===== src/rtl/wakeup_sched.sv =====
// Wakeup scheduler: per-lane timing wheels that replay issued destination tags
// after each op's execution latency, with conflict back-pressure and branch kill.
module wakeup_sched #(
  parameter int unsigned WIDTH_REG = 5,
  parameter int unsigned WIDTH_BRM = 3,
  parameter int unsigned DEPTH     = 4,
  parameter int unsigned WIDTH_LAT = 3
) (
  input  logic                     i_clk,
  input  logic                     i_rst_n,
  input  logic [3:0]               i_valid4x,
  input  logic [4*WIDTH_REG-1:0]   i_dest4x,
  input  logic [4*WIDTH_LAT-1:0]   i_lat4x,
  input  logic [4*WIDTH_BRM-1:0]   i_brmask4x,
  input  logic [WIDTH_BRM-1:0]     i_BrKill,
  output logic [4*WIDTH_REG-1:0]   o_wdest4x,
  output logic [3:0]               o_stall4x
);

  localparam int unsigned NLANE = 4;

  typedef struct packed {
    logic                 v;
    logic [WIDTH_REG-1:0] dest;
    logic [WIDTH_BRM-1:0] brm;
  } entry_t;

  entry_t               slot_q  [NLANE][DEPTH];
  entry_t               slot_d  [NLANE][DEPTH];
  logic [WIDTH_REG-1:0] wdest_q [NLANE];
  logic [WIDTH_LAT-1:0] lat_eff [NLANE];
  logic [WIDTH_REG-1:0] dest_in [NLANE];
  logic [WIDTH_BRM-1:0] brm_in  [NLANE];
  logic [NLANE-1:0]     conflict;
  logic [NLANE-1:0]     accept;

  // Lane decode, latency clamp and conflict against the pre-shift wheel
  always_comb begin
    conflict  = '0;
    accept    = '0;
    o_stall4x = '0;
    for (int l = 0; l < int'(NLANE); l++) begin
      dest_in[l] = i_dest4x[l*WIDTH_REG +: WIDTH_REG];
      brm_in[l]  = i_brmask4x[l*WIDTH_BRM +: WIDTH_BRM];
      lat_eff[l] = i_lat4x[l*WIDTH_LAT +: WIDTH_LAT];
      if (lat_eff[l] == '0)
        lat_eff[l] = WIDTH_LAT'(1);
      else if (lat_eff[l] > WIDTH_LAT'(DEPTH))
        lat_eff[l] = WIDTH_LAT'(DEPTH);
      // slot[L] lands in slot[L-1] after the shift; an entry dying this edge frees it
      for (int k = 0; k < int'(DEPTH); k++) begin
        if (lat_eff[l] == WIDTH_LAT'(k) && slot_q[l][k].v &&
            (slot_q[l][k].brm & i_BrKill) == '0)
          conflict[l] = 1'b1;
      end
      accept[l]    = i_valid4x[l] && (dest_in[l] != '0) && !conflict[l];
      o_stall4x[l] = i_valid4x[l] && (dest_in[l] != '0) && conflict[l];
    end
  end

  // Next wheel contents: shift, squash killed entries, insert accepted issue
  always_comb begin
    for (int l = 0; l < int'(NLANE); l++) begin
      for (int k = 0; k < int'(DEPTH); k++)
        slot_d[l][k] = '0;
      for (int k = 0; k < int'(DEPTH) - 1; k++)
        slot_d[l][k] = slot_q[l][k+1];
      for (int k = 0; k < int'(DEPTH); k++) begin
        if ((slot_d[l][k].brm & i_BrKill) != '0)
          slot_d[l][k].v = 1'b0;
        if (accept[l] && lat_eff[l] == WIDTH_LAT'(k + 1)) begin
          slot_d[l][k].v    = ((brm_in[l] & i_BrKill) == '0);
          slot_d[l][k].dest = dest_in[l];
          slot_d[l][k].brm  = brm_in[l];
        end
      end
    end
  end

  always_ff @(posedge i_clk or negedge i_rst_n) begin
    if (!i_rst_n) begin
      for (int l = 0; l < int'(NLANE); l++) begin
        wdest_q[l] <= '0;
        for (int k = 0; k < int'(DEPTH); k++)
          slot_q[l][k] <= '0;
      end
    end else begin
      for (int l = 0; l < int'(NLANE); l++) begin
        wdest_q[l] <= slot_d[l][0].v ? slot_d[l][0].dest : '0;
        for (int k = 0; k < int'(DEPTH); k++)
          slot_q[l][k] <= slot_d[l][k];
      end
    end
  end

  always_comb begin
    o_wdest4x = '0;
    for (int l = 0; l < int'(NLANE); l++)
      o_wdest4x[l*WIDTH_REG +: WIDTH_REG] = wdest_q[l];
  end

endmodule


===== config.mk =====
export PLATFORM = sky130hd
export DESIGN_NAME = wakeup_sched
export DESIGN_NICKNAME = d
export VERILOG_FILES = /design/src/rtl/wakeup_sched.sv
export SDC_FILE = /design/constraint.sdc
export NUM_CORES = 1
export LEC_CHECK = 0
export CAP_MARGIN = 20
export CORE_MARGIN = 1.5
export CORE_UTILIZATION = 45
export DETAILED_ROUTE_END_ITERATION = 6
export GPL_TIMING_DRIVEN = 0
export PLACE_DENSITY = 0.72
export SYNTH_ARGS = -nofsm -noshare
export SYNTH_HDL_FRONTEND = slang
export SYNTH_SLANG_ARGS = --single-unit
export TNS_END_PERCENT = 50

===== constraint.sdc =====
create_clock -name i_clk -period 2.1 [get_ports i_clk]
set_input_delay 0.21 -clock i_clk [delete_from_list [all_inputs] [get_ports i_clk]]
set_output_delay 0.21 -clock i_clk [all_outputs]
set_load 0.01 [all_outputs]

==> tab_implementation.tex <==
\begin{tabular}{lr}
\hline
Metric & Value \\
\hline
\multicolumn{2}{l}{\textbf{Drt}} \\
\quad Detailed-route via count & between 3000 and 4000 \\
\quad Detail Route Antenna Nets & 0 \\
\quad Number of iterations in the first detailed-routing pass & 4 \\
\quad Count of routing violations after the opening detailed-route iteration & between 100 and 150 \\
\quad Via-to-Cell Ratio & 5.51 \\
\quad DR WL/cell & 17.7 um \\
\quad Remaining routing DRC violations & 0 \\
\quad Total length of routed wires & 11600 um \\
\multicolumn{2}{l}{\textbf{Synth}} \\
\quad Post-synthesis instance total & 400 \\
\quad Nets in the synthesized netlist & 453 \\
\quad Most used DFF post-synth & sky130\_fd\_sc\_hd\_\_dfrtp\_1 \\
\quad Share of synthesized area occupied by flip-flops and latches & around three fifths \\
\quad Count of flip-flops with a built-in enable after synthesis & 0 \\
\quad Average size of a mapped cell & 13.2 um2 \\
\quad Flops \& latches, synth & around 130 \\
\quad Fraction of registers with async set/reset & between 90\% and 100\% \\
\quad Netlist area before placement & around 5300 um2 \\
\quad Warning count from the yosys run & 0 \\
\quad Distinct cells, synth & 36 \\
\multicolumn{2}{l}{\textbf{Finish}} \\
\quad Area added between synthesis and finish & 32.0\% \\
\quad Layout Cells excl Fill & 653 \\
\quad Most frequent cells in the layout & 128 x sky130\_fd\_sc\_hd\_\_dfrtp\_1, 64 x sky130\_fd\_sc\_hd\_\_mux2\_2, 53 x sky130\_fd\_sc\_hd\_\_clkdlybuf4s50\_1, 33 x sky130\_fd\_sc\_hd\_\_and3\_1, 22 x sky130\_fd\_sc\_hd\_\_nand2\_1 \\
\quad Ratio of cells with drive above 1 in the final layout & 27.8\% \\
\quad Post-route core utilization & 61.0\% \\
\quad Final layout net count & 550 \\
\quad Antenna Cells & 0 \\
\quad Most common library cell in the layout ignoring fill and taps & sky130\_fd\_sc\_hd\_\_dfrtp\_1 \\
\quad Layout Cell Area excl Fill & 6970 um2 \\
\multicolumn{2}{l}{\textbf{Worst setup path}} \\
\quad Category of the worst setup path capture point & output pin \\
\quad Maximum fanout encountered on the critical timing path & 9 \\
\quad Setup slack of the most critical reg-to-reg path & 0.35 ns \\
\quad Startpoint type of the worst setup path & primary input \\
\quad Start-to-end type of the worst setup path & in2out \\
\quad Endpoint arrival time on the critical path & 1.79 ns \\
\quad Data required time at the worst endpoint & 1.89 ns \\
\multicolumn{2}{l}{\textbf{GRT}} \\
\quad Overall overflow remaining after global route & 0 \\
\quad First-pass GRT wire length & 19300 um \\
\quad Number of antenna violations at the first check in global routing & 0 \\
\quad Vias in the first global route & around 4000 \\
\quad Maximum number of pins on one net before global-route repair & 100 \\
\quad All-Layer GR Usage & 19.9\% \\
\multicolumn{2}{l}{\textbf{Place}} \\
\quad I/O Buffers & 73 \\
\quad Worst setup timing slack at the placement stage & -0.319 ns \\
\quad Placed cell areas & 6220 um2 \\
\quad Cells after DPL & 617 \\
\quad HPWL after detailed placement & $\sim$7600 um \\
\quad Final GP Congestion & between 0.8 and 0.9 \\
\multicolumn{2}{l}{\textbf{Outcome}} \\
\quad Outcome & completed \\
\multicolumn{2}{l}{\textbf{Floorplan}} \\
\quad Std-Cell Rows & 39 \\
\quad Vertical die dimension & 111 um \\
\quad Core region area & roughly 11000 um2 \\
\quad Num ports & between 70 and 80 \\
\quad Initial Util & 46.2\% \\
\quad Floorplan die width & 111 um \\
\quad Die area & 12400 um2 \\
\multicolumn{2}{l}{\textbf{Timing}} \\
\quad Setup tns final & 0 ns \\
\quad Clock tree skew after final layout & 0.00546 ns \\
\quad Final Slew Violations & 0 \\
\quad Slew Limit Headroom & 49.5\% \\
\quad Unrepaired setup endpoints after global routing & false \\
\quad Min Hold Slack & 0.146 ns \\
\quad Post-route clock period utilization & 95.2\% \\
\quad Final period demand of the worst path & 2.00 ns \\
\quad Final hold vios & 0 \\
\quad Highest attainable clock frequency & 0.500 GHz \\
\quad Number of endpoints failing setup at the final stage & 0 \\
\quad Post-route worst setup slack & 0.101 ns \\
\quad Worst Tran Pin Value & 0.757 ns \\
\multicolumn{2}{l}{\textbf{Power}} \\
\quad VDD IR max & slightly above 500 uV \\
\quad PwrDens & around 900 nW/um2 \\
\quad Combinational share of power & $\sim$8.5\% \\
\quad Switching pwr & 1.41 mW \\
\quad Power Total & 6.30 mW \\
\quad Leakage power figure & 3.26 nW \\
\quad Share of total power consumed by net switching & 22.4\% \\
\quad Internal power summed over all cells & 4.89 mW \\
\quad Sequential share of power & 41.8\% \\
\quad Share of power burned in the clock network & 49.7\% \\
\multicolumn{2}{l}{\textbf{Clock tree}} \\
\quad Clock latency reported for the late side of the worst-skew pair & 0.41 ns \\
\quad CTS tree & built \\
\quad Clk sink count & 128 \\
\quad Number of buffers created by CTS & 17 \\
\quad Level count of the clock H-tree & 4 \\
\quad Clk root buf & sky130\_fd\_sc\_hd\_\_clkbuf\_16 \\
\quad Clk slew on worst S/H paths & 0.06 ns \\
\quad Number of buffers on the longest clock path & 2 \\
\multicolumn{2}{l}{\textbf{Flow run}} \\
\quad Max-capacitance violation count & 0 \\
\multicolumn{2}{l}{\textbf{Hold path}} \\
\quad Worst hold path type & in2reg \\
\hline
\end{tabular}
## area by class of cell
type	instances	area, um2
well taps	143	179
fillers	910	4450
inverters	14	52.6
repair buffers	78	772
multi-input cells	240	2020
plain buffers	18	104
clock inverters	13	186
clock buffers	19	453
flip-flops and latches	128	3200
## worst max-delay path: stages
cell and delay [ns]:
sky130_fd_sc_hd__dlygate4sd2_1 0.29, sky130_fd_sc_hd__or4_1 0.53, sky130_fd_sc_hd__o21a_1 0.22, sky130_fd_sc_hd__buf_6 0.15, sky130_fd_sc_hd__o21a_1 0.11, sky130_fd_sc_hd__dlygate4sd2_1 0.28
## flip-flops by register name, summed over array words and instances (netlist names)
name	flops
o_wdest4x	20
slot_q	108
## timing repair
item / in CTS / in global routing
resized for setup: 36 / 6
buffers inserted: 2 / 1
hold buffers: 1 / 0
hold endpoints to repair: 29 / 0
endpoints found under the setup margin: 4 / 1
gates cloned: 0 / 0
pin swaps: 2 / 2
## Yosys cell counts, types with 3 or more instances
cell / count / area (um2)
sky130_fd_sc_hd__and3_1: 33 / 206
sky130_fd_sc_hd__inv_1: 14 / 52.6
sky130_fd_sc_hd__nor3_1: 4 / 20.0
sky130_fd_sc_hd__nor2_1: 4 / 15.0
sky130_fd_sc_hd__or4_1: 4 / 30.0
sky130_fd_sc_hd__buf_2: 3 / 15.0
sky130_fd_sc_hd__mux2_2: 64 / 721
sky130_fd_sc_hd__o21a_1: 8 / 60.1
sky130_fd_sc_hd__nand4_1: 4 / 25.0
sky130_fd_sc_hd__and3_2: 5 / 37.5
sky130_fd_sc_hd__clkbuf_1: 8 / 30.0
sky130_fd_sc_hd__buf_6: 4 / 45.0
sky130_fd_sc_hd__a22oi_1: 10 / 75.1
sky130_fd_sc_hd__nand2_1: 22 / 82.6
sky130_fd_sc_hd__dfrtp_1: 128 / 3200
sky130_fd_sc_hd__o21ai_0: 12 / 60.1
sky130_fd_sc_hd__a22o_1: 10 / 87.6
sky130_fd_sc_hd__o22ai_1: 6 / 37.5
sky130_fd_sc_hd__nand3_1: 22 / 110
sky130_fd_sc_hd__a222oi_1: 4 / 40.0
## path summary, 6_finish.rpt
check                                     start                      end  depth (start not counted)
min reg2reg                slot_q[94]$_DFF_PN0_   o_wdest4x[6]$_DFF_PN0_                          1
max                                i_dest4x[14]             o_stall4x[2]                          6
min                                i_dest4x[19]  o_wdest4x[19]$_DFF_PN0_                          3
max in group asynchronous               i_rst_n   o_wdest4x[5]$_DFF_PN0_                          3
min in group asynchronous               i_rst_n     slot_q[58]$_DFF_PN0_                          2
max reg2reg                slot_q[46]$_DFF_PN0_     slot_q[48]$_DFF_PN0_                          5
## logic make-up (layout without fill, tap and decap cells)
kind of cell / Yosys count / after routing / synth area share [%]
AOI/OAI and AO/OA: 60 / 60 / 9.01
muxes: 64 / 64 / 13.7
buffers and inverters: 32 / 142 / 2.94
DFF: 128 / 128 / 60.7
and+or+nand+nor: 116 / 116 / 13.7
## power groups by stage
stage | clock network [mW] | logic (mW) | registers [mW]
final | 3.13 | 0.538 | 2.63
after global routing | 3.28 | 0.592 | 2.64
after CTS | 3.17 | 0.539 | 2.63
after detailed placement | 0 | 0.528 | 2.67
after global placement | 0 | 0.507 | 2.67
after floorplan | 0 | 0.241 | 2.67
## metal layers
| layer | vias to the layer above | track usage [%] | routed length [um] |
|---|---|---|---|
| met5 | - | 0 | 0 |
| met4 | 0 | 8.10 | 194 |
| met3 | 16 | 5.25 | 373 |
| met2 | 68 | 33.0 | 5880 |
| met1 | 1840 | 24.9 | 5130 |
| li1 | 1677 | - | - |
Power figures use the tool's default switching activity.
